===== src/rtl/network_interface_pkg.sv =====
// Shared NoC definitions for the local network interface: default flit geometry,
// flit field offsets and the ejection-handshake state encoding.
package network_interface_pkg;

    localparam int LL_DEF = 16;
    localparam int MM_DEF = 2;

    // Flit layout for the default geometry: {dest X, dest Y, payload}
    localparam int DX_HI = LL_DEF - 1;
    localparam int DX_LO = LL_DEF - MM_DEF;
    localparam int DY_HI = LL_DEF - MM_DEF - 1;
    localparam int DY_LO = LL_DEF - 2 * MM_DEF;
    localparam int PL_HI = LL_DEF - 2 * MM_DEF - 1;

    typedef enum logic {
        R_IDLE = 1'b0,
        R_ACK  = 1'b1
    } rx_state_t;

endpackage


===== src/rtl/network_interface_if.sv =====
// Core-side and router-side handshake bundle of the local network interface.
// The slave modport is the network interface's own view.
interface network_interface_if #(
    parameter int LL = 16,
    parameter int MM = 2
);
    logic                 tx_valid;
    logic                 tx_ready;
    logic [MM-1:0]        tx_dx;
    logic [MM-1:0]        tx_dy;
    logic [LL-2*MM-1:0]   tx_payload;
    logic                 rx_valid;
    logic                 rx_ready;
    logic [LL-1:0]        rx_flit;
    logic                 rx_misroute;
    logic [LL-1:0]        inj_flit;
    logic                 inj_en;
    logic                 inj_full;
    logic [LL-1:0]        ej_flit;
    logic                 ej_req;
    logic                 ej_ans;
    logic                 ej_s;

    modport slave (
        input  tx_valid, tx_dx, tx_dy, tx_payload, rx_ready, inj_full, ej_flit, ej_req,
        output tx_ready, rx_valid, rx_flit, rx_misroute, inj_flit, inj_en, ej_ans, ej_s
    );

    modport master (
        output tx_valid, tx_dx, tx_dy, tx_payload, rx_ready, inj_full, ej_flit, ej_req,
        input  tx_ready, rx_valid, rx_flit, rx_misroute, inj_flit, inj_en, ej_ans, ej_s
    );
endinterface


===== src/rtl/network_interface_fifo.sv =====
// Show-ahead synchronous FIFO; full/empty come from wrap-bit pointers only.
module noc_fifo #(
    parameter int W = 16,
    parameter int D = 4
) (
    input  logic         clk,
    input  logic         reset,
    input  logic         push,
    input  logic         pop,
    input  logic [W-1:0] din,
    output logic [W-1:0] dout,
    output logic         full,
    output logic         empty
);
    localparam int AW = (D > 1) ? $clog2(D) : 1;

    logic [W-1:0] mem_r [D];
    logic [AW:0]  wr_ptr_r;
    logic [AW:0]  rd_ptr_r;
    logic         do_push_s;
    logic         do_pop_s;

    assign full      = (wr_ptr_r[AW] != rd_ptr_r[AW]) && (wr_ptr_r[AW-1:0] == rd_ptr_r[AW-1:0]);
    assign empty     = (wr_ptr_r == rd_ptr_r);
    assign do_push_s = push & ~full;
    assign do_pop_s  = pop & ~empty;
    assign dout      = mem_r[rd_ptr_r[AW-1:0]];

    // Pointer update; a push against a full FIFO is dropped even if a pop frees a slot
    always_ff @(posedge clk) begin
        if (reset) begin
            wr_ptr_r <= {(AW+1){1'b0}};
            rd_ptr_r <= {(AW+1){1'b0}};
        end else begin
            if (do_push_s) begin
                wr_ptr_r <= wr_ptr_r + {{AW{1'b0}}, 1'b1};
            end
            if (do_pop_s) begin
                rd_ptr_r <= rd_ptr_r + {{AW{1'b0}}, 1'b1};
            end
        end
    end

    // Storage write
    always_ff @(posedge clk) begin
        if (do_push_s) begin
            mem_r[wr_ptr_r[AW-1:0]] <= din;
        end
    end

endmodule


===== src/rtl/network_interface.sv =====
// Local-port network interface: packs core payloads into single-flit packets for
// the router and receives ejected flits over a four-phase req/ans handshake.
module network_interface
    import network_interface_pkg::*;
#(
    parameter int LL  = 16,
    parameter int MM  = 2,
    parameter int TXD = 4,
    parameter int RXD = 4
) (
    input  logic              clk,
    input  logic              reset,
    input  logic [MM-1:0]     X,
    input  logic [MM-1:0]     Y,
    network_interface_if.slave bus,
    output logic [7:0]        tx_cnt,
    output logic [7:0]        rx_cnt
);
    logic [LL-1:0]     tx_din_s;
    logic [LL-1:0]     tx_head_s;
    logic              tx_full_s;
    logic              tx_empty_s;
    logic              tx_push_s;
    logic              inj_en_s;
    logic              ready_en_r;

    logic [LL-1:0]     rx_head_s;
    logic              rx_full_s;
    logic              rx_empty_s;
    logic              rx_push_s;
    logic              rx_pop_s;
    logic              ej_ans_s;
    logic              ej_s_r;
    logic              misroute_r;
    logic [2*MM-1:0]   dest_s;
    rx_state_t         state_r;
    rx_state_t         state_nx_s;

    logic [7:0]        tx_cnt_r;
    logic [7:0]        rx_cnt_r;

    // ---------------- TX path ----------------
    assign tx_din_s  = {bus.tx_dx, bus.tx_dy, bus.tx_payload};
    assign tx_push_s = bus.tx_valid & bus.tx_ready;
    assign inj_en_s  = ~tx_empty_s & ~bus.inj_full;

    noc_fifo #(.W(LL), .D(TXD)) u_tx_fifo (
        .clk   (clk),
        .reset (reset),
        .push  (tx_push_s),
        .pop   (inj_en_s),
        .din   (tx_din_s),
        .dout  (tx_head_s),
        .full  (tx_full_s),
        .empty (tx_empty_s)
    );

    // ready_en_r holds tx_ready low while reset is applied
    assign bus.tx_ready = ready_en_r & ~tx_full_s;
    assign bus.inj_en   = inj_en_s;
    assign bus.inj_flit = tx_empty_s ? {LL{1'b0}} : tx_head_s;

    // ---------------- RX path ----------------
    assign rx_pop_s = ~rx_empty_s & bus.rx_ready;
    assign dest_s   = bus.ej_flit[LL-1:LL-2*MM];

    noc_fifo #(.W(LL), .D(RXD)) u_rx_fifo (
        .clk   (clk),
        .reset (reset),
        .push  (rx_push_s),
        .pop   (rx_pop_s),
        .din   (bus.ej_flit),
        .dout  (rx_head_s),
        .full  (rx_full_s),
        .empty (rx_empty_s)
    );

    // Handshake state register
    always_ff @(posedge clk) begin
        if (reset) begin
            state_r <= R_IDLE;
        end else begin
            state_r <= state_nx_s;
        end
    end

    // Handshake next state: one push per req pulse, release waits for req low
    always_comb begin
        state_nx_s = state_r;
        case (state_r)
            R_IDLE: begin
                if (bus.ej_req && !rx_full_s) begin
                    state_nx_s = R_ACK;
                end else begin
                    state_nx_s = R_IDLE;
                end
            end
            R_ACK: begin
                if (!bus.ej_req) begin
                    state_nx_s = R_IDLE;
                end else begin
                    state_nx_s = R_ACK;
                end
            end
            default: state_nx_s = R_IDLE;
        endcase
    end

    // Handshake outputs
    always_comb begin
        rx_push_s = 1'b0;
        ej_ans_s  = 1'b0;
        case (state_r)
            R_IDLE:  rx_push_s = bus.ej_req & ~rx_full_s;
            R_ACK:   ej_ans_s  = 1'b1;
            default: begin
                rx_push_s = 1'b0;
                ej_ans_s  = 1'b0;
            end
        endcase
    end

    assign bus.ej_ans      = ej_ans_s;
    assign bus.ej_s        = ej_s_r;
    assign bus.rx_valid    = ~rx_empty_s;
    assign bus.rx_flit     = rx_empty_s ? {LL{1'b0}} : rx_head_s;
    assign bus.rx_misroute = misroute_r;

    // Status flags and flit counters
    always_ff @(posedge clk) begin
        if (reset) begin
            ready_en_r <= 1'b0;
            ej_s_r     <= 1'b0;
            misroute_r <= 1'b0;
            tx_cnt_r   <= 8'd0;
            rx_cnt_r   <= 8'd0;
        end else begin
            ready_en_r <= 1'b1;
            ej_s_r     <= ~rx_full_s & (state_r == R_IDLE);
            if (rx_push_s && (dest_s != {X, Y})) begin
                misroute_r <= 1'b1;
            end
            if (inj_en_s) begin
                tx_cnt_r <= tx_cnt_r + 8'd1;
            end
            if (rx_push_s) begin
                rx_cnt_r <= rx_cnt_r + 8'd1;
            end
        end
    end

    assign tx_cnt = tx_cnt_r;
    assign rx_cnt = rx_cnt_r;

endmodule

===== src/flat_wrapper.sv =====
// flat-port wrapper written by rule: the top's interface ports become plain ports
module network_interface_flat import network_interface_pkg::*;
#(
    parameter int LL  = 16,
    parameter int MM  = 2,
    parameter int TXD = 4,
    parameter int RXD = 4
)
  (clk, reset, X, Y, tx_cnt, rx_cnt, bus_tx_valid, bus_tx_dx, bus_tx_dy, bus_tx_payload, bus_rx_ready, bus_inj_full, bus_ej_flit, bus_ej_req, bus_tx_ready, bus_rx_valid, bus_rx_flit, bus_rx_misroute, bus_inj_flit, bus_inj_en, bus_ej_ans, bus_ej_s);
  network_interface_if #(.LL(LL), .MM(MM)) bus_i ();
  input  logic clk;
  input  logic reset;
  input  logic [MM-1:0] X;
  input  logic [MM-1:0] Y;
  output logic [7:0] tx_cnt;
  output logic [7:0] rx_cnt;
  input wire logic [$bits(bus_i.tx_valid)-1:0] bus_tx_valid;
  input wire logic [$bits(bus_i.tx_dx)-1:0] bus_tx_dx;
  input wire logic [$bits(bus_i.tx_dy)-1:0] bus_tx_dy;
  input wire logic [$bits(bus_i.tx_payload)-1:0] bus_tx_payload;
  input wire logic [$bits(bus_i.rx_ready)-1:0] bus_rx_ready;
  input wire logic [$bits(bus_i.inj_full)-1:0] bus_inj_full;
  input wire logic [$bits(bus_i.ej_flit)-1:0] bus_ej_flit;
  input wire logic [$bits(bus_i.ej_req)-1:0] bus_ej_req;
  output wire logic [$bits(bus_i.tx_ready)-1:0] bus_tx_ready;
  output wire logic [$bits(bus_i.rx_valid)-1:0] bus_rx_valid;
  output wire logic [$bits(bus_i.rx_flit)-1:0] bus_rx_flit;
  output wire logic [$bits(bus_i.rx_misroute)-1:0] bus_rx_misroute;
  output wire logic [$bits(bus_i.inj_flit)-1:0] bus_inj_flit;
  output wire logic [$bits(bus_i.inj_en)-1:0] bus_inj_en;
  output wire logic [$bits(bus_i.ej_ans)-1:0] bus_ej_ans;
  output wire logic [$bits(bus_i.ej_s)-1:0] bus_ej_s;
  assign bus_i.tx_valid = bus_tx_valid;
  assign bus_i.tx_dx = bus_tx_dx;
  assign bus_i.tx_dy = bus_tx_dy;
  assign bus_i.tx_payload = bus_tx_payload;
  assign bus_i.rx_ready = bus_rx_ready;
  assign bus_i.inj_full = bus_inj_full;
  assign bus_i.ej_flit = bus_ej_flit;
  assign bus_i.ej_req = bus_ej_req;
  assign bus_tx_ready = bus_i.tx_ready;
  assign bus_rx_valid = bus_i.rx_valid;
  assign bus_rx_flit = bus_i.rx_flit;
  assign bus_rx_misroute = bus_i.rx_misroute;
  assign bus_inj_flit = bus_i.inj_flit;
  assign bus_inj_en = bus_i.inj_en;
  assign bus_ej_ans = bus_i.ej_ans;
  assign bus_ej_s = bus_i.ej_s;
  network_interface #(.LL(LL), .MM(MM), .TXD(TXD), .RXD(RXD)) u_core (.clk(clk), .reset(reset), .X(X), .Y(Y), .bus(bus_i), .tx_cnt(tx_cnt), .rx_cnt(rx_cnt));
endmodule

===== config.mk =====
export PLATFORM = sky130hd
export DESIGN_NAME = network_interface_flat
export DESIGN_NICKNAME = d
export VERILOG_FILES = /design/src/rtl/network_interface_pkg.sv /design/src/rtl/network_interface_if.sv /design/src/rtl/network_interface_fifo.sv /design/src/rtl/network_interface.sv /design/src/flat_wrapper.sv
export SDC_FILE = /design/constraint.sdc
export NUM_CORES = 1
export LEC_CHECK = 0
export ABC_CLOCK_PERIOD_IN_PS = 7800
export CORE_UTILIZATION = 58
export CTS_CLUSTER_DIAMETER = 200
export DETAILED_ROUTE_END_ITERATION = 16
export PLACE_DENSITY = 0.81
export SLEW_MARGIN = 5
export SYNTH_ARGS = -nofsm -noshare
export SYNTH_HDL_FRONTEND = slang
export SYNTH_SLANG_ARGS = --single-unit
export TNS_END_PERCENT = 100

===== constraint.sdc =====
create_clock -name clk -period 7.8 [get_ports clk]
set_input_delay 2.34 -clock clk [delete_from_list [all_inputs] [get_ports clk]]
set_output_delay 2.34 -clock clk [all_outputs]
set_load 0.05 [all_outputs]

-- Word-level counts from Yosys, hierarchy flattened
Memories as Yosys holds them, arrays and structs flattened. A register that Yosys moved wholly into a read port is not among the register bits.
Cells that the tools add are included.
- div/mod/pow operators: 0
- bitwise logic cells: 16
- add/subtract/negate cells: 6
- $mul: 0
- reduce and logical (&&, ||, !) cells: 5
- equality and inequality tests: 7
- $lt $le $gt $ge: 0
- shifts and indexed selects: 0
- multiplexer cells: 16
- operator list (kind ; number):
    16-bit 2-to-1 mux ; 2
    8-bit by 1-bit adder with 8-bit output (second input constant) ; 2
    3-bit by 1-bit adder with 3-bit output (second input constant) ; 4
    1-bit AND ; 10
    1-bit 2-to-1 mux ; 9
    2-bit 2-to-1 mux ; 4
    3-bit == test ; 2
    1-bit NOT ; 6
    2-bit == test ; 2
    1-bit logical AND ; 4
    4-bit != test ; 1
    1-bit != test ; 2
    1-bit case mux with 2 select lines ; 1
    1-bit logical NOT ; 1
- output and inout bits: 54
- bits in read-only memories: 0
- logic and storage cells: 62
- register bits after elaboration: 32
- bits in latches: 0
- memories kept: 2
- memory bits (writable): 128
- memories (name ; depth ; bits a word ; read ports ; clocked after Yosys merged registers in ; write ports ; line ; RTL):
    u_core.u_rx_fifo.mem_r ; 4 ; 16 ; 1 ; 1 ; 1 ; network_interface_fifo.sv:17 ; logic [W-1:0] mem_r [D];
    u_core.u_tx_fifo.mem_r ; 4 ; 16 ; 1 ; 1 ; 1 ; network_interface_fifo.sv:17 ;

-- Logic depth before layout (Yosys ltp)
Gate-level depths: netlist of the first run.
- word-level depth: 8
- depth in mapped cells: 5
- depth with buffers taken out: 5

-- Cells and area by module
Synthesis of the first run repeated with hierarchy kept, for this count alone.
- cells, all modules: 439
- area total of the unflattened synthesis: 6877.8 um^2
- by module, submodules not included (module ; area each (um^2) ; instances ; cells each ; seq. area each (um^2)):
    noc_fifo ; 2885.3 ; 2 ; 152 ; 2082.0
    network_interface ; 1107.3 ; 1 ; 135 ; 400.4

-- Least setup slack after synthesis of the first run
OpenSTA, ideal clock, no wires.
- path type: input to output
- start point: input bus_inj_full
- end point: output bus_inj_en
- setup slack: 2.392 ns
- arrival: 3.068 ns
- stages on the path: 1
- path buffers: 0
- cells stage by stage: a31oi_2
- cells in the longest elaborated chain, start to end: 2
- RTL lines (what ; line ; RTL):
    from (decl) ; flat_wrapper.sv:22 ; input wire logic [$bits(bus_i.inj_full)-1:0] bus_inj_full;
    1-bit NOT ; network_interface.sv:45 ; assign inj_en_s = ~tx_empty_s & ~bus.inj_full;
    1-bit AND ; network_interface.sv:45 ;
    to (decl) ; flat_wrapper.sv:30 ; output wire logic [$bits(bus_i.inj_en)-1:0] bus_inj_en;
Every way passes these cells.

-- Worst setup path after layout of the first run
Same ends and word-level chain as after synthesis.

==> qor.txt, run 1 <==
TritonRoute pass-1 iters: 6
CTS Hold Bufs: 0
Overall die area: 11830 um^2
FILL cells: 686
Final number of hold-violating endpoints: 0
Post-place setup slack: 1235 ps
Number of enable-type register cells in the synthesized netlist: 128
Distinct cell type count of the synthesized netlist: 40
Clock tree from TritonCTS: yes
Hold Worst Slack: 486.4 ps
Largest fanout on the critical path: 9
Power per cell area: 283.7 nW/um^2
Gr ovfl total: 0
Crit path kind: in2out
Status: completed
Residual DRC: 0
Final Cycle Share: 0.8446
Ratio of cells with drive above 1 in the final layout: 0.1575
Net Count, Synth: 449
Maximum frequency from static timing analysis: 151.8 MHz
Startpoint kind of the worst setup timing path: primary input
Starting density of the core: 0.6021
Cts bufs inserted: 17
MaxCap Viol Count: 0
Synth cell count leaders: sky130_fd_sc_hd__edfxtp_1, sky130_fd_sc_hd__dfxtp_1, sky130_fd_sc_hd__mux4_2, sky130_fd_sc_hd__nor2b_1, sky130_fd_sc_hd__nor2_1
Deepest clock path buffer count: 2
Worst-case vdd ir drop: 202.3 uV
Number of global-route vias before repair: 3807
Data arrival time of the worst path: 4250 ps
Leakage: 2.764 nW
Clock transition at the register clock pins on the worst setup and hold paths after CTS: 60 ps
Net count of the finished layout: 549
Required time reported for the critical path endpoint: 5460 ps
Clock Skew: 5.879 ps
Start point of the worst hold path: u_core.bus.rx_misroute
GPL Wtd Cong: 0.7801
Transition time at the pin with the least slew margin: 1146 ps
Detailed Place HPWL: 7.656 mm
Startpoint of the most critical register-to-register path: u_core.u_rx_fifo.wr_ptr_r[0]
Die outline height: 108.8 um
Antenna violations before repair: 0
Final routed wire length divided by cell count: 18.85 um
Number of buffer cells added on primary ports: 95
Warning count from the yosys run: 0
Most used DFF post-synth: sky130_fd_sc_hd__edfxtp_1
Type of the most critical hold path: reg2reg
Count of antenna-violating nets left after detailed routing: 0
Crit path launch: bus_inj_full
Fraction of synthesized cell area taken by the top area cell type: 0.5813
Clock latency on the worst-skew pair: 430 ps
Antenna cells: 0
RSZ-0062 raised after global routing: no
FP Rows: 38
DRC violation total after the first TritonRoute iteration: 223
Root cell of the clock tree: sky130_fd_sc_hd__clkbuf_16
Proportion of synthesized flip-flops having asynchronous set or reset: 0
Most frequent cell after synthesis: sky130_fd_sc_hd__edfxtp_1
Routed Wire Length: 12.22 mm
Wire length of the first global-routing pass: 19.03 mm
Instance area at placement: 7709 um^2
Setup_tns: 0 ps
Avg Cell Area, Syn: 16.74 um^2
Total power: 2.349 mW
Final worst setup slack: 1212 ps
Area inside the core boundary: 10980 um^2
Summed area of non-filler cells in the final layout: 8279 um^2
Setup-failing EPs final: 0
Area Growth Syn to Fin: 25.20%
Relative slew slack: 0.2316
Post-synthesis sequential area ratio: 0.6903
Number of storage elements in the synthesis netlist: 164
Time the final worst path needs with I/O delays and setup: 6588 ps
Gate Count Post-Synth: 395
Leading post-synthesis cells by cell area: sky130_fd_sc_hd__edfxtp_1, sky130_fd_sc_hd__dfxtp_1, sky130_fd_sc_hd__mux4_2, sky130_fd_sc_hd__nor2b_1, sky130_fd_sc_hd__ha_1
Post CTS Setup Buffer Count: 0
H-tree depth: 4
Die X-Extent: 108.8 um
Overall track demand over capacity in global routing: 0.2257
Count of vias placed by the detailed router: 3644
Resized Gates After CTS: 0
Pin count of the biggest net entering global routing: 39
Number of clock sinks seen by CTS: 164
I/O pin count: 96
Cell type with the largest total area after synthesis: sky130_fd_sc_hd__edfxtp_1
Post-synthesis cell area: 6613 um^2
Max-slew violation count: 0
Critical Path End Type: output pin
Drt via density: 5.623
==> final timing paths <==
check             depth (start not counted)                             to  slack (ps)
setup / recovery                          3                     bus_inj_en        1210
hold / removal                            2         u_core.bus.rx_misroute         490
setup reg to reg                          3  u_core.u_rx_fifo.mem_r[2][12]        5080
hold reg to reg                           2         u_core.bus.rx_misroute         490
==> metrics by stage <==
stage | utilization | instances
detailed placement | 0.7019 | 616
floorplan | - | 395
finish | 0.7538 | 648
global placement | 0.7019 | 616
CTS | 0.7538 | 648
global route | 0.7538 | 648
==> logic make-up (layout without fill, tap and decap cells) <==
group / after synthesis / in the layout / share of synthesized area
DFF: 164 / 164 / 0.6903
and+or+nand+nor: 97 / 97 / 0.08307
muxes: 40 / 40 / 0.1219
AOI/OAI and AO/OA: 32 / 32 / 0.03311
buffers and inverters: 26 / 139 / 0.01722
xor gates and xnor gates: 24 / 24 / 0.03179
adders and majority gates: 12 / 12 / 0.02271
==> placed cells by master, fill, tap and decap left out, types with 2 or more instances in the layout <==
cell,instances
sky130_fd_sc_hd__a21bo_2,2
sky130_fd_sc_hd__nand2_1,7
sky130_fd_sc_hd__a311oi_2,2
sky130_fd_sc_hd__inv_8,2
sky130_fd_sc_hd__o31ai_1,7
sky130_fd_sc_hd__o21ai_0,2
sky130_fd_sc_hd__clkbuf_16,17
sky130_fd_sc_hd__xnor2_1,16
sky130_fd_sc_hd__edfxtp_1,128
sky130_fd_sc_hd__nand3b_1,3
sky130_fd_sc_hd__nor3_1,3
sky130_fd_sc_hd__xor2_1,8
sky130_fd_sc_hd__ha_1,12
sky130_fd_sc_hd__nor2b_1,30
sky130_fd_sc_hd__a21oi_1,12
sky130_fd_sc_hd__nand3_1,6
sky130_fd_sc_hd__and2b_1,6
sky130_fd_sc_hd__mux2_2,3
sky130_fd_sc_hd__and3_1,2
sky130_fd_sc_hd__a31oi_2,2
sky130_fd_sc_hd__nor2_1,21
sky130_fd_sc_hd__clkinvlp_4,3
sky130_fd_sc_hd__buf_4,4
sky130_fd_sc_hd__or4_1,6
sky130_fd_sc_hd__nand4_1,3
sky130_fd_sc_hd__clkdlybuf4s50_1,95
sky130_fd_sc_hd__dfxtp_1,36
sky130_fd_sc_hd__nor3_2,2
sky130_fd_sc_hd__clkinv_4,2
sky130_fd_sc_hd__inv_6,5
sky130_fd_sc_hd__and2_1,6
sky130_fd_sc_hd__inv_1,8
sky130_fd_sc_hd__mux2i_1,4
sky130_fd_sc_hd__mux4_2,32
==> area by class of cell <==
class | instances | area [um^2] | area share
Clock buffer | 17 | 425.4 | 0.05138
Multi-Input combinational cell | 205 | 1958 | 0.2365
Timing Repair Buffer | 99 | 980.9 | 0.1185
Sequential cell | 164 | 4564 | 0.5513
Tap cell | 140 | 175.2 | 0.02116
Inverter | 8 | 30.03 | 0.003627
Clock inverter | 15 | 145.1 | 0.01753
==> critical path: stages <==
cell,delay (ps)
sky130_fd_sc_hd__clkdlybuf4s50_1,530
sky130_fd_sc_hd__a31oi_2,470
sky130_fd_sc_hd__clkdlybuf4s50_1,900
==> report_power, final <==
| group | switching, mW | internal [mW] | total, mW |
|---|---|---|---|
| logic | 0.317 | 0.212 | 0.529 |
| registers | 0.0462 | 0.976 | 1.02 |
| clock network | 0.351 | 0.447 | 0.798 |
==> per-layer routing <==
| layer | vias up | share of wire | global-route usage | wire [um] |
|---|---|---|---|---|
| li1 | 1718 | - | - | - |
| met1 | 1801 | 0.42 | 0.2698 | 5109 |
| met2 | 106 | 0.51 | 0.3825 | 6192 |
| met3 | 19 | 0.055 | 0.06336 | 673 |
| met4 | 0 | 0.020 | 0.1004 | 242 |
| met5 | - | 0 | 0 | 0 |
==> flip-flops by register name, indices dropped and copies added, names as in the netlist, named ones only <==
register / count
u_core.u_rx_fifo.mem_r: 64
u_core.state_r: 1
u_core.bus.rx_misroute: 1
u_core.ready_en_r: 1
u_core.u_tx_fifo.rd_ptr_r: 3
u_core.u_rx_fifo.rd_ptr_r: 3
u_core.rx_cnt: 8
u_core.u_rx_fifo.wr_ptr_r: 3
u_core.u_tx_fifo.mem_r: 64
u_core.u_tx_fifo.wr_ptr_r: 3
u_core.tx_cnt: 8
u_core.bus.ej_s: 1
Power figures use the tool's default switching activity.
==> run 2, diff against run 1 <==
--- a/config.mk
+++ b/config.mk
@@ -5,11 +5,11 @@
 export SDC_FILE = /design/constraint.sdc
 export NUM_CORES = 1
 export LEC_CHECK = 0
-export ABC_CLOCK_PERIOD_IN_PS = 7800
-export CORE_UTILIZATION = 58
+export ABC_CLOCK_PERIOD_IN_PS = 5600
+export CORE_UTILIZATION = 49
 export CTS_CLUSTER_DIAMETER = 200
 export DETAILED_ROUTE_END_ITERATION = 16
-export PLACE_DENSITY = 0.81
+export PLACE_DENSITY = 0.73
 export SLEW_MARGIN = 5
 export SYNTH_ARGS = -nofsm -noshare
 export SYNTH_HDL_FRONTEND = slang
==> constraint.sdc (replaced) <==
create_clock -name clk -period 5.6 [get_ports clk]
set_input_delay 1.68 -clock clk [delete_from_list [all_inputs] [get_ports clk]]
set_output_delay 1.68 -clock clk [all_outputs]
set_load 0.05 [all_outputs]
==> qor.txt, run 2 (synthesis results as in run 1) <==
Area Growth Syn to Fin: 27.11%
Sequential cell area: 4564 um^2
Most common cell after layout, fill and taps aside: sky130_fd_sc_hd__edfxtp_1
Count of antenna-violating nets left after detailed routing: 0
FILL cells: 958
Status: completed
Post CTS Setup Buffer Count: 0
Gr ovfl total: 0
Drt via density: 5.317
Transition time at the pin with the least slew margin: 1046 ps
Detailed Place HPWL: 7.438 mm
Antenna violations before repair: 0
Required time reported for the critical path endpoint: 3920 ps
FP Rows: 42
GPL Wtd Cong: 0.7467
Count of vias placed by the detailed router: 3653
Maximum frequency from static timing analysis: 215.3 MHz
Worst reg2reg path depth: 4
Clock transition at the register clock pins on the worst setup and hold paths after CTS: 60 ps
Final Cycle Share: 0.8295
Area inside the core boundary: 13190 um^2
Switching power: 0.9719 mW
Number of buffer cells added on primary ports: 95
Number of clock sinks seen by CTS: 164
Overall track demand over capacity in global routing: 0.1806
Setup_tns: 0 ps
Number of global-route vias before repair: 3710
Resized Gates After CTS: 0
Die outline height: 118.2 um
Root cell of the clock tree: sky130_fd_sc_hd__clkbuf_16
Deepest clock path buffer count: 2
Critical Path End Type: output pin
Worst-case vdd ir drop: 258.2 uV
Die X-Extent: 118.2 um
Net count of the finished layout: 552
Wire length of the first global-routing pass: 18.79 mm
Power share of the clock group: 0.360
Setup-failing EPs final: 0
WHS Path Cells: 2
Crit path kind: in2out
Relative slew slack: 0.3001
Pin count of the biggest net entering global routing: 39
Final core utilization: 0.6373
I/O pin count: 96
Startpoint of the most critical register-to-register path: u_core.u_rx_fifo.wr_ptr_r[0]
H-tree depth: 4
Overall die area: 13960 um^2
Internal power summed over all cells: 2.410 mW
Final number of hold-violating endpoints: 0
Worst reg-to-reg setup slack: 3330 ps
Clock tree from TritonCTS: yes
Cts bufs inserted: 17
Residual DRC: 0
Max-slew violation count: 0
Type of the most critical hold path: reg2reg
MaxCap Viol Count: 0
Time the final worst path needs with I/O delays and setup: 4645 ps
End of the worst hold path: u_core.tx_cnt[7]
Clock latency on the worst-skew pair: 420 ps
Power per cell area: 402.3 nW/um^2
Antenna cells: 0
RSZ-0062 raised after global routing: no
Start point of the worst hold path: u_core.tx_cnt[7]
Endpoint of the worst register-to-register path: u_core.u_rx_fifo.mem_r[1][5]
Startpoint kind of the worst setup timing path: primary input
Switching share of power: 0.2874
Largest fanout on the critical path: 9
TritonRoute pass-1 iters: 4
Data arrival time of the worst path: 2970 ps
DRC violation total after the first TritonRoute iteration: 168
Leakage: 2.809 nW
Ratio of cells with drive above 1 in the final layout: 0.1644
Sequential power share: 0.413
Final routed wire length divided by cell count: 17.13 um
Routed Wire Length: 11.77 mm
Part of the total power dissipated in combinational logic: 0.226
Clock Skew: 7.231 ps
Commonest cells after routing, fill and taps aside: sky130_fd_sc_hd__edfxtp_1, sky130_fd_sc_hd__clkdlybuf4s50_1, sky130_fd_sc_hd__dfxtp_1, sky130_fd_sc_hd__mux4_2, sky130_fd_sc_hd__nor2b_1
Starting density of the core: 0.5013
Area taken by multi-input logic gates: 1964 um^2
CTS Hold Bufs: 0
## run 2: cell type report
cell class                      count  share of cell area
Inverter                            8            0.003572
Tap cell                          176             0.02620
Clock buffer                       18             0.05106
Timing Repair Buffer              102              0.1191
Clock inverter                     14             0.02337
Sequential cell                   164              0.5430
Multi-Input combinational cell    205              0.2337
## run 2: worst max path at each step
stage / cells past startpoint / endpoint / startpoint
after floorplan: 1 / bus_inj_en / bus_inj_full
after global placement: 3 / bus_inj_en / bus_inj_full
after detailed placement: 3 / bus_inj_en / bus_inj_full
after CTS: 3 / bus_inj_en / bus_inj_full
after global routing: 4 / bus_inj_flit[15] / u_core.u_tx_fifo.wr_ptr_r[1]
final: 3 / bus_inj_en / bus_inj_full
## run 2: stage by stage
stage	power, mW	instances	instance area [um^2]	worst slack (ps)	hold WS [ps]
finish	3.382	687	8406	954.8	484.2
CTS	3.413	687	8406	959.0	491.9
global placement	2.190	655	7780	1016	460.5
detailed placement	2.198	655	7780	964.1	480.6
global route	3.499	687	8406	849.5	508.3
floorplan	1.941	395	6613	1512	498.4
## run 2: critical path, stage by stage
cell and delay [ps]:
sky130_fd_sc_hd__clkdlybuf4s50_1 540, sky130_fd_sc_hd__a31oi_2 460, sky130_fd_sc_hd__buf_4 290
## run 2: power groups by stage
stage	clock network [mW]	registers, mW	logic [mW]
finish	1.22	1.40	0.766
global route	1.28	1.41	0.809
CTS	1.24	1.40	0.776
detailed placement	0	1.43	0.772
global placement	0	1.42	0.766
floorplan	0	1.42	0.521
## run 2: routing by layer
layer	share of wire	GRT usage	up-vias
li1	-	-	1719
met1	0.42	0.2206	1811
met2	0.50	0.3000	106
met3	0.057	0.05164	17
met4	0.016	0.07853	0
met5	0	0	-
==> run 3, diff against run 2 <==
--- a/config.mk
+++ b/config.mk
@@ -5,11 +5,11 @@
 export SDC_FILE = /design/constraint.sdc
 export NUM_CORES = 1
 export LEC_CHECK = 0
-export ABC_CLOCK_PERIOD_IN_PS = 5600
-export CORE_UTILIZATION = 49
+export ABC_CLOCK_PERIOD_IN_PS = 4700
+export CORE_UTILIZATION = 54
 export CTS_CLUSTER_DIAMETER = 200
 export DETAILED_ROUTE_END_ITERATION = 16
-export PLACE_DENSITY = 0.73
+export PLACE_DENSITY = 0.76
 export SLEW_MARGIN = 5
 export SYNTH_ARGS = -nofsm -noshare
 export SYNTH_HDL_FRONTEND = slang
==> constraint.sdc (replaced) <==
create_clock -name clk -period 4.7 [get_ports clk]
set_input_delay 1.41 -clock clk [delete_from_list [all_inputs] [get_ports clk]]
set_output_delay 1.41 -clock clk [all_outputs]
set_load 0.05 [all_outputs]
==> qor.txt, run 3 (synthesis results as in run 1) <==
Gr ovfl total: 0
Die outline height: 112.7 um
DRC violation total after the first TritonRoute iteration: 212
Commonest cells after routing, fill and taps aside: sky130_fd_sc_hd__edfxtp_1, sky130_fd_sc_hd__clkdlybuf4s50_1, sky130_fd_sc_hd__dfxtp_1, sky130_fd_sc_hd__mux4_2, sky130_fd_sc_hd__nor2b_1
Part of the total power dissipated in combinational logic: 0.234
TritonRoute pass-1 iters: 5
Slowest cell on the critical path: sky130_fd_sc_hd__nor3_2
Startpoint kind of the worst setup timing path: flop
Setup-failing EPs final: 0
Cts bufs inserted: 17
Worst reg2reg path depth: 4
End of the worst hold path: u_core.rx_cnt[7]
Count of antenna-violating nets left after detailed routing: 0
Uppermost metal layer occupied by signal nets: met4
Deepest clock path buffer count: 2
Root cell of the clock tree: sky130_fd_sc_hd__clkbuf_16
Antenna violations before repair: 0
I/O pin count: 96
Final Cycle Share: 0.8852
Overall die area: 12690 um^2
Pin count of the biggest net entering global routing: 25
H-tree depth: 4
Count of vias placed by the detailed router: 3665
Crit path cell chain: xor2_1 -> nor3_2 -> and2b_1 -> clkdlybuf4s50_1
Net count of the finished layout: 553
Clock tree from TritonCTS: yes
RSZ-0062 raised after global routing: no
Startpoint of the most critical register-to-register path: u_core.u_rx_fifo.wr_ptr_r[0]
Worst-case vdd ir drop: 349.7 uV
Final routed wire length divided by cell count: 18.12 um
Starting density of the core: 0.5528
Wire length of the first global-routing pass: 19.34 mm
Required time reported for the critical path endpoint: 3290 ps
M1 wire length: 4.987 mm
Leakage: 2.802 nW
Setup_tns: 0 ps
Antenna cells: 0
Internal power summed over all cells: 2.846 mW
Data arrival time of the worst path: 2750 ps
Area Growth Syn to Fin: 26.32%
Relative slew slack: 0.3682
Number of buffer cells added on primary ports: 95
Max-slew violation count: 0
Number of clock sinks seen by CTS: 164
Routed Wire Length: 11.94 mm
Maximum frequency from static timing analysis: 240.3 MHz
Post CTS Setup Buffer Count: 0
Power per cell area: 473.3 nW/um^2
Die X-Extent: 112.7 um
Resized Gates After CTS: 0
Clock latency on the worst-skew pair: 420 ps
Most common cell after layout, fill and taps aside: sky130_fd_sc_hd__edfxtp_1
GPL Wtd Cong: 0.7682
Switching power: 1.108 mW
Area inside the core boundary: 11960 um^2
Number of global-route vias before repair: 3797
Clock transition at the register clock pins on the worst setup and hold paths after CTS: 50 ps
Instance area at placement: 7757 um^2
Final core utilization: 0.6983
Transition time at the pin with the least slew margin: 942.6 ps
Time the final worst path needs with I/O delays and setup: 4161 ps
Overall track demand over capacity in global routing: 0.2066
Detailed Place HPWL: 7.787 mm
Met2 wire length: 6.128 mm
Total instance count after detailed placement: 627
Worst reg-to-reg setup slack: 2460 ps
Status: completed
Crit path kind: reg2out
Met3 routed WL: 619 um
Start point of the worst hold path: u_core.rx_cnt[7]
Sequential power share: 0.419
Critical Path End Type: output pin
Type of the most critical hold path: reg2reg
Drt via density: 5.561
Power share of the clock group: 0.347
Endpoint of the worst register-to-register path: u_core.u_rx_fifo.mem_r[2][13]
Final number of hold-violating endpoints: 0
Maximum single-stage delay on the critical path: 820 ps
FP Rows: 40
MaxCap Viol Count: 0
CTS Hold Bufs: 0
Switching share of power: 0.2802
WHS Path Cells: 2
Clock Skew: 8.128 ps
Summed area of non-filler cells in the final layout: 8353 um^2
Ratio of cells with drive above 1 in the final layout: 0.1582
Post-route non-filler standard cell count: 659
Residual DRC: 0
Largest fanout on the critical path: 17
## run 3: changes by cell type in the layout (fill, tap and decap cells not counted), sizes merged
cell,before,now
clkbuf,18,23
inv,12,9
buf,8,9
bufinv,4,3
clkinvlp,3,2
## run 3: area by class of cell
cell class                 count  area (um^2)
inverter                       8        30.03
timing repair buffer         103         1021
clock inverter                 9        127.6
clock buffer                  23        467.9
multi-input combinational    205         1958
sequential                   164         4564
fill                         797         3608
tap                          147        183.9
## run 3: metrics by stage
step | hold slack (ps) | power (mW) | setup slack [ps]
finish | 474.1 | 3.954 | 539.4
floorplan | 498.4 | 2.313 | 1152
detailed placement | 473.7 | 2.619 | 617.3
global route | 509.6 | 4.097 | 310.0
CTS | 481.4 | 3.995 | 458.7
global placement | 459.2 | 2.605 | 642.2
## run 3: power groups by stage
stage	clock [mW]	combinational [mW]	sequential, mW
floorplan	0	0.621	1.69
global placement	0	0.921	1.68
detailed placement	0	0.931	1.69
CTS	1.40	0.936	1.66
global route	1.46	0.978	1.66
finish	1.37	0.924	1.66
## run 3: critical path, delay by kind of cell (launching register included)
family                    cells  cell delay (ps)
and+or+nand+nor               2             1090
xor gates and xnor gates      1              240
buffers and inverters         1              690
DFF                           1              320
## run 3: how the worst max path moves through the flow
stage / start / endpoint / cells past startpoint
floorplan: bus_inj_full / bus_inj_en / 1
global placement: bus_inj_full / bus_inj_en / 3
detailed placement: bus_inj_full / bus_inj_en / 3
CTS: u_core.u_rx_fifo.rd_ptr_r[2] / bus_rx_flit[7] / 4
global route: u_core.u_rx_fifo.wr_ptr_r[1] / bus_rx_flit[15] / 4
finish: u_core.u_rx_fifo.rd_ptr_r[2] / bus_rx_flit[7] / 4
## run 3: per-layer routing
layer / track usage / vias up
li1: - / 1718
met1: 0.2468 / 1827
met2: 0.3593 / 102
met3: 0.04914 / 18
met4: 0.08800 / 0
met5: 0 / -
